`src/rtl/store_buffer.sv`:
```
// store_buffer: FIFO of committed stores sitting between the MEM-stage store
// path and the byte-addressed data memory. It accepts one store per cycle and
// drains the oldest entry whenever the memory port is not used by a load. It
// also flags younger loads that may overlap a buffered store, so the pipeline
// can stall them.
//
// Optional feature: define STORE_BUF_FWD_EN to forward data from a buffered
// aligned word store to an aligned word load with the same address. When the
// macro is undefined, FwdValid/FwdData are tied to 0 and every hazard stalls.
//
// DEPTH must be a power of two and at least 2. ADDR_BITS (below 32) is the
// data memory address width and sets how many address bits are compared.

module store_buffer #(
   parameter int DEPTH     = 4,
   parameter int ADDR_BITS = 17
) (
   input  logic                     clk,
   input  logic                     rst_n,
   input  logic                     StoreValid,
   input  logic [31:0]              StoreAddr,
   input  logic [31:0]              StoreData,
   input  logic [1:0]               StoreSize,
   output logic                     StoreReady,
   input  logic                     LoadValid,
   input  logic [31:0]              LoadAddr,
   input  logic [1:0]               LoadSize,
   output logic                     LoadStall,
   output logic                     FwdValid,
   output logic [31:0]              FwdData,
   input  logic                     MemBusy,
   output logic                     MemWrite,
   output logic [31:0]              MemAddr,
   output logic [31:0]              MemWriteData,
   output logic [1:0]               MemSize,
   output logic                     Empty,
   output logic [$clog2(DEPTH):0]   Count
);

   localparam int PTR_W  = $clog2(DEPTH);
   localparam int CNT_W  = PTR_W + 1;
   localparam int WORD_W = ADDR_BITS - 2;

   // Entry payload (not reset) and per-entry valid bits
   logic [31:0]       entryAddr_q [DEPTH];
   logic [31:0]       entryData_q [DEPTH];
   logic [1:0]        entrySize_q [DEPTH];
   logic [DEPTH-1:0]  valid_q, valid_d;

   // Circular pointers and occupancy
   logic [PTR_W-1:0]  head_q, head_d;
   logic [PTR_W-1:0]  tail_q, tail_d;
   logic [CNT_W-1:0]  count_q, count_d;

   logic              doPush;
   logic              doPop;

   // Hazard detection results
   logic [WORD_W-1:0] wordDiff [DEPTH];
   logic [DEPTH-1:0]  entryMatch;
   logic              anyMatch;

   logic              unusedLoadBits;

   // Occupancy flags: a full buffer refuses stores even if it drains this cycle
   assign Empty      = (count_q == '0);
   assign StoreReady = (count_q != CNT_W'(DEPTH));
   assign Count      = count_q;

   // The head drains whenever there is something to write and no load owns the port
   assign MemWrite = !Empty && !MemBusy;
   assign doPush   = StoreValid && StoreReady;
   assign doPop    = MemWrite;

   // Drain port shows the head entry, zeroed while the buffer is empty
   assign MemAddr      = Empty ? 32'h0 : entryAddr_q[head_q];
   assign MemWriteData = Empty ? 32'h0 : entryData_q[head_q];
   assign MemSize      = Empty ? 2'b00 : entrySize_q[head_q];

   // Next-state for pointers, valid bits and count from this cycle's push/pop
   always_comb begin
      head_d  = head_q;
      tail_d  = tail_q;
      count_d = count_q;
      valid_d = valid_q;
      if (doPush) begin
         valid_d[tail_q] = 1'b1;
         tail_d          = tail_q + PTR_W'(1);
      end
      if (doPop) begin
         valid_d[head_q] = 1'b0;
         head_d          = head_q + PTR_W'(1);
      end
      case ({doPush, doPop})
         2'b10:   count_d = count_q + CNT_W'(1);
         2'b01:   count_d = count_q - CNT_W'(1);
         default: count_d = count_q;
      endcase
   end

   // Control state register; reset empties the buffer without touching payload
   always_ff @(posedge clk or negedge rst_n) begin
      if (!rst_n) begin
         head_q  <= '0;
         tail_q  <= '0;
         count_q <= '0;
         valid_q <= '0;
      end else begin
         head_q  <= head_d;
         tail_q  <= tail_d;
         count_q <= count_d;
         valid_q <= valid_d;
      end
   end

   // Payload write at the tail on an accepted store
   always_ff @(posedge clk) begin
      if (doPush) begin
         entryAddr_q[tail_q] <= StoreAddr;
         entryData_q[tail_q] <= StoreData;
         entrySize_q[tail_q] <= StoreSize;
      end
   end

   // Conservative overlap test: word addresses within one of each other,
   // wrapping modulo the word-address space, so unaligned spans are covered
   always_comb begin
      entryMatch = '0;
      for (int i = 0; i < DEPTH; i++) begin
         wordDiff[i]   = entryAddr_q[i][ADDR_BITS-1:2] - LoadAddr[ADDR_BITS-1:2];
         entryMatch[i] = valid_q[i] &&
                         ((wordDiff[i] == WORD_W'(0)) ||
                          (wordDiff[i] == WORD_W'(1)) ||
                          (wordDiff[i] == {WORD_W{1'b1}}));
      end
   end

   assign anyMatch = |entryMatch;

`ifdef STORE_BUF_FWD_EN
   logic [CNT_W-1:0] matchCount;
   logic [PTR_W-1:0] matchIdx;
   logic             fwdHit;

   // Count matching entries and remember which one, for the single-match forward case
   always_comb begin
      matchCount = '0;
      matchIdx   = '0;
      for (int i = 0; i < DEPTH; i++) begin
         if (entryMatch[i]) begin
            matchCount = matchCount + CNT_W'(1);
            matchIdx   = PTR_W'(i);
         end
      end
   end

   // Forward only an exact aligned word-to-word hit with no other overlapping store
   always_comb begin
      fwdHit = LoadValid &&
               (LoadSize == 2'b00) &&
               (LoadAddr[1:0] == 2'b00) &&
               (matchCount == CNT_W'(1)) &&
               (entrySize_q[matchIdx] == 2'b00) &&
               (entryAddr_q[matchIdx][ADDR_BITS-1:0] == LoadAddr[ADDR_BITS-1:0]);
   end

   assign FwdValid       = fwdHit;
   assign FwdData        = fwdHit ? entryData_q[matchIdx] : 32'h0;
   assign unusedLoadBits = ^LoadAddr[31:ADDR_BITS];
`else
   assign FwdValid       = 1'b0;
   assign FwdData        = 32'h0;
   assign unusedLoadBits = ^{LoadAddr[31:ADDR_BITS], LoadAddr[1:0], LoadSize};
`endif

   // Any overlapping buffered store holds the load unless it can be forwarded
   assign LoadStall = LoadValid && anyMatch && !FwdValid;

endmodule

```
`config.mk`:
```
export PLATFORM = sky130hd
export DESIGN_NAME = store_buffer
export DESIGN_NICKNAME = d
export VERILOG_FILES = /design/src/rtl/store_buffer.sv
export SDC_FILE = /design/constraint.sdc
export NUM_CORES = 1
export LEC_CHECK = 0
export ABC_AREA = 1
export BUFFER_PORTS_ARGS = -buffer_cell sky130_fd_sc_hd__buf_2
export CORE_ASPECT_RATIO = 1.5
export CORE_MARGIN = 5
export CORE_UTILIZATION = 53
export DETAILED_ROUTE_END_ITERATION = 8
export GPL_ROUTABILITY_DRIVEN = 0
export PLACE_DENSITY = 0.77
export SETUP_SLACK_MARGIN = 0.15
export SYNTH_ARGS = -nofsm -noshare
export SYNTH_HDL_FRONTEND = slang
export SYNTH_SLANG_ARGS = --single-unit
```
`constraint.sdc`:
```
create_clock -name clk -period 4.1 [get_ports clk]
set_input_delay 0.615 -clock clk [delete_from_list [all_inputs] [get_ports clk]]
set_output_delay 0.615 -clock clk [all_outputs]
set_load 0.05 [all_outputs]
```
Word level (Yosys, flattened, before mapping). Memories as Yosys holds them, arrays and structs flattened. Index checks and enable logic that the tools add are counted.

Memories kept: 3. Bits in registers: 11. Memory bits (writable): 264. Word-level logic and storage cells: 71. Output and inout port bits: 106. Latch bits: 0. ROM bits: 0. Bits of input ports: 105.

Memory list: entryAddr_q (words 4, width 32, read ports 5, clocked after Yosys merged registers in 0, write ports 1, line 45) `logic [31:0] entryAddr_q [DEPTH];`; entryData_q (words 4, width 32, read ports 1, clocked after Yosys merged registers in 0, write ports 1, line 46) `logic [31:0] entryData_q [DEPTH];`; entrySize_q (words 4, width 2, read ports 1, clocked after Yosys merged registers in 0, write ports 1, line 47) `logic [1:0] entrySize_q [DEPTH];`.

Bitwise operators: 3. Reductions and logical operators: 26. $lt $le $gt $ge: 4. Multiplexer cells: 12. $mul: 0. Shift-type cells: 0. Eq/ne operators: 11. Add/sub/neg operators: 8. Div/mod/pow operators: 0.

Operators with widths (count): 32-bit two-way mux (2); 15-bit by 1-bit == test with 1-bit output, second input constant (4); 15-bit == test, second input constant (4); 15-bit zero test (4); 15-bit subtractor (4); 1-bit logical AND (9); 1-bit logical OR (8); 4-bit two-way mux (2); 2-bit by 3-bit less-than comparator with 1-bit output, second input constant (2); 3-bit case mux with 2 select lines (1); 2-bit by 1-bit adder with 2-bit output, second input constant (2); 4-bit AND (1); 1-bit demux with 2-bit select (2); 2-bit by 1-bit greater-or-equal comparator with 1-bit output, second input constant (2); 1-bit two-way mux (4); 4-bit NOT (1); 4-bit bitwise OR (1); 4-bit OR reduction (1); 3-bit by 1-bit adder with 3-bit output, second input constant (1); 3-bit zero test (1); 3-bit inequality test, second input constant (1); 3-bit by 1-bit subtractor with 3-bit output, second input constant (1); 2-bit by 1-bit == test with 1-bit output, second input constant (1); 2-bit == test, second input constant (1); 3 further kinds (4).

Depth between registers and ports, before layout.
Depth after elaboration: 8. Depth in mapped cells: 20. Gate-level depth less buffers: 20.

Worst setup path before layout. Ideal clock, no wire load.

Path type: register to register. From: register count_q[0] (netlist: Count[0]). To: memory entryAddr_q[1][0] (enable). Data arrival time: 4.414 ns. Setup time: 0.492 ns. Buffers on the path: 0. Data required time: 3.608 ns. Cell stages (with the launch flop): 5. Setup slack: -0.806 ns. Clock period less this slack: 4.906 ns. Cell sequence: dfrtp_1 inv_1 nand3_1 nand2_1 nor2_1.

Word-level cells in the longest chain between the ends: 4.

Ends and longest elaborated chain: start, declared (line 53) `logic [CNT_W-1:0] count_q, count_d;`; start signal, assigned (line 111) `count_q <= count_d;`; 3-bit inequality test (line 67) `assign StoreReady = (count_q != CNT_W'(DEPTH));`; net StoreReady (line 24) `output logic StoreReady,`; 1-bit logical AND (line 72) `assign doPush = StoreValid && StoreReady;`; 1-bit two-way mux (line 118) `if (doPush) begin`; 1-bit two-way mux (not written as such) (line 119) `entryAddr_q[tail_q] <= StoreAddr;`; end, declared (line 45).

The timed path passes the listed nets, and every way through them passes these cells.

==> results.yml <==
logic_synthesis:
  synth_top_family_by_area: "simple AND/OR/NAND/NOR gates"
  synth_top_area_share_pct: 52.5
  yosys_warnings: 0
  synthCells: 1720
  synth_edf_count: 264
  async_flop_share_pct: 4.00
  synth_seq_cells: 275
  synth_fa_ha_area_share_pct: 6.05
  yosysSeqAreaShare_pct: 54.3
  synth_mux_area_share_pct: 0
  synth_flop_cell: "edfxtp_1"
  synth_compound_area_share_pct: 8.20
  synth-simple-area-share_pct: 23.0
  yosys-top-cells-area: "edfxtp_1 (53%), nand2_1 (8.8%), nor2_1 (8.6%), ha_1 (5.4%), o21ai_0 (4.5%)"
  synth_xor_area_share_pct: 0.812
  yosysTopAreaCell: "edfxtp_1"
  ys_types: 34
  syn_avg_cell_area_sq_um: 8.78
  synth_area_sq_um: 15100
detailed_routing:
  wirelength_um: 38900
  vias: 12097
  final_antenna_net_count: 0
  routedWlPerCell_um: 17.4
  via_per_inst: 5.42
  drt_iter0_markers: 745
  drc: 0
  dr.pass1.iters: 7
timing:
  grt_setup_unrepaired: "no"
  max_freq_mhz: 265
  relSlewSlack_pct: 38.5
  worst_hold_slack_ns: 0.292
  period_minus_slack_ns: 3.78
  fin_worst_skew_ns: 0.00750
  finalSetupTns_ns: 0
  tightest_slew_ns: 0.923
  fin_crit_sh_pct: 92.2
  fin_ws_ns: 0.321
  hold_viol: 0
  setup_viol: 0
  slew_viol_final: 0
cts:
  ctsHtreeMaxLevel: 1
  clock_sinks: 275
  clk_pin_slew_ns: 0.06
  cts_root_buf: "clkbuf_16"
  clk_latency_ns: 0.53
  cts_tree: "yes"
  ctsLongestPathBuffers: 3
  numCtsBuffers: 26
die:
  num_io_pins: 211
  fp-row-count: 75
  dieArea_sq_um: 32000
  die_x_um: 148
  dieHeight_um: 217
  initial_utilization_pct: 53.8
  core_area_sq_um: 28100
worst_hold_path:
  worstHoldPathType: "in2reg"
  hold_path_startpoint: "StoreData[28]"
power_and_ir_drop:
  peakVddDrop_mv: 0.676
  power.total_mw: 13.1
  powerDensity_nw_per_um2: 764
  p_leak_nw: 7.49
grt:
  grt_pass1_vias: 11960
  overflow: 0
  grt_util_all_layers_pct: 23.8
  grt_pass1_wl_um: 60300
  grt_max_degree: 136
  grt_antenna_before_repair: 3
worst_setup_path:
  cpPeakStageDelay_ns: 0.45
  crit_required_ns: 3.48
  worstPathCellList: "inv_2 > ha_4 > fa_2 > or2_4 > nor2_2 > nand3_1 > nor2_1 > nand2_1 > nor2_1 > nand2_1 > nor2_1 > nand2_1 > nand2_2 > nand2_2 > nand2_1 > nor2_2 > nor2_2 > buf_6"
  setup.worst_path.start: "entryAddr_q[0][2]"
  cp_max_fo: 2
  crit_top_cell: "nand2_1"
  end_kind: "primary output"
  slowest_stage: "fa_2"
  critical_path_arrival_ns: 3.16
  crit_type: "reg2out"
  r2r_start: "Count[0]"
  start_kind: "flop"
status:
  status: "completed"
cells_and_area:
  final_common_cell: "nand2_1"
  final_nets: 2040
  layout-drive-gt1-share_pct: 13.3
  stdcell_area_sq_um: 17100
  mostFrequentLayoutCells: "nand2_1 (347), nor2_1 (339), edfxtp_1 (264), inv_1 (178), buf_2 (157)"
  final_cell_count_no_fill: 2232
  syn2layout_area_growth_pct: 13.4
  final_util_pct: 61.0
flow_run:
  maxCapViolCount: 0
placement:
  post-place-ws_ns: 0.339
  place_inst: 2181
  buffer_ports.inserted: 158
  placed_area_sq_um: 16200
  hpwl_um: 26500
==> area by class of cell <==
| class | instances | area, sq um |
|---|---|---|
| well taps | 346 | 433 |
| inverters | 187 | 703 |
| fillers | 2318 | 10900 |
| diodes | 2 | 5.00 |
| clock inverters | 15 | 156 |
| flip-flops and latches | 275 | 8210 |
| multi-input cells | 1206 | 5940 |
| repair buffers | 169 | 982 |
| clock buffers | 32 | 694 |
==> flip-flops by register name, indices dropped and copies added (netlist names) <==
signal / count
valid_q: 4
entryData_q: 128
Count: 3
entryAddr_q: 128
tail_q: 2
entrySize_q: 8
head_q: 2
==> worst paths after layout <==
| kind | to | slack, ns | cells past startpoint |
|---|---|---|---|
| max reg2reg | entryData_q[3][0] | 1.77 | 5 |
| max in group asynchronous | head_q[0] | 3.38 | 2 |
| max | LoadStall | 0.32 | 18 |
| min | entryData_q[1][28] | 0.29 | 1 |
| min reg2reg | valid_q[3] | 0.51 | 2 |
| min in group asynchronous | valid_q[0] | 0.48 | 2 |
==> report_power, final <==
| group | switching (mW) | internal (mW) |
|---|---|---|
| Sequential | 0.246 | 3.72 |
| Clock | 0.999 | 1.39 |
| Combinational | 5.12 | 1.62 |
==> per-layer routing <==
layer | global-route usage [%] | part of all wire, %
met5 | 0 | 0.087
met4 | 13.4 | 5.7
met3 | 4.70 | 7.5
met2 | 44.8 | 52
met1 | 24.4 | 35
==> cell usage after synthesis (10+ instances only) <==
cell type  instances
a21oi_1          104
buf_4             34
clkbuf_1          40
dfrtp_1           11
edfxtp_1         264
ha_1              65
inv_1            181
nand2_1          352
nand3_1           83
nand3b_1          12
nand4_1           20
nor2_1           347
o21ai_0          137
xor2_1            10
==> worst max-delay path, delay by kind of cell (launching register included) <==
family                   cells  cell delay (ns)
flip-flops                   1             0.40
buffers and inverters        2             0.28
AND/OR/NAND/NOR             14             1.36
adder cells (fa/ha/maj)      2             0.59
==> cells by family (layout without fill, tap and decap cells) <==
kind of cell / after synthesis / after routing
AO/OA/AOI/OAI: 245 / 245
XOR/XNOR: 14 / 14
AND/OR/NAND/NOR: 844 / 844
adder cells (fa/ha/maj): 70 / 70
buffers and inverters: 271 / 403
flip-flops: 275 / 275
other: 1 / 35
==> what timing repair did <==
action	in CTS	in global routing
pin swaps	0	12
setup buffers	0	1
hold buffers	1	0
setup endpoints to repair	1	1
resized for setup	2	18
hold endpoints to repair	11	0
(Power assumes the default switching activity.)
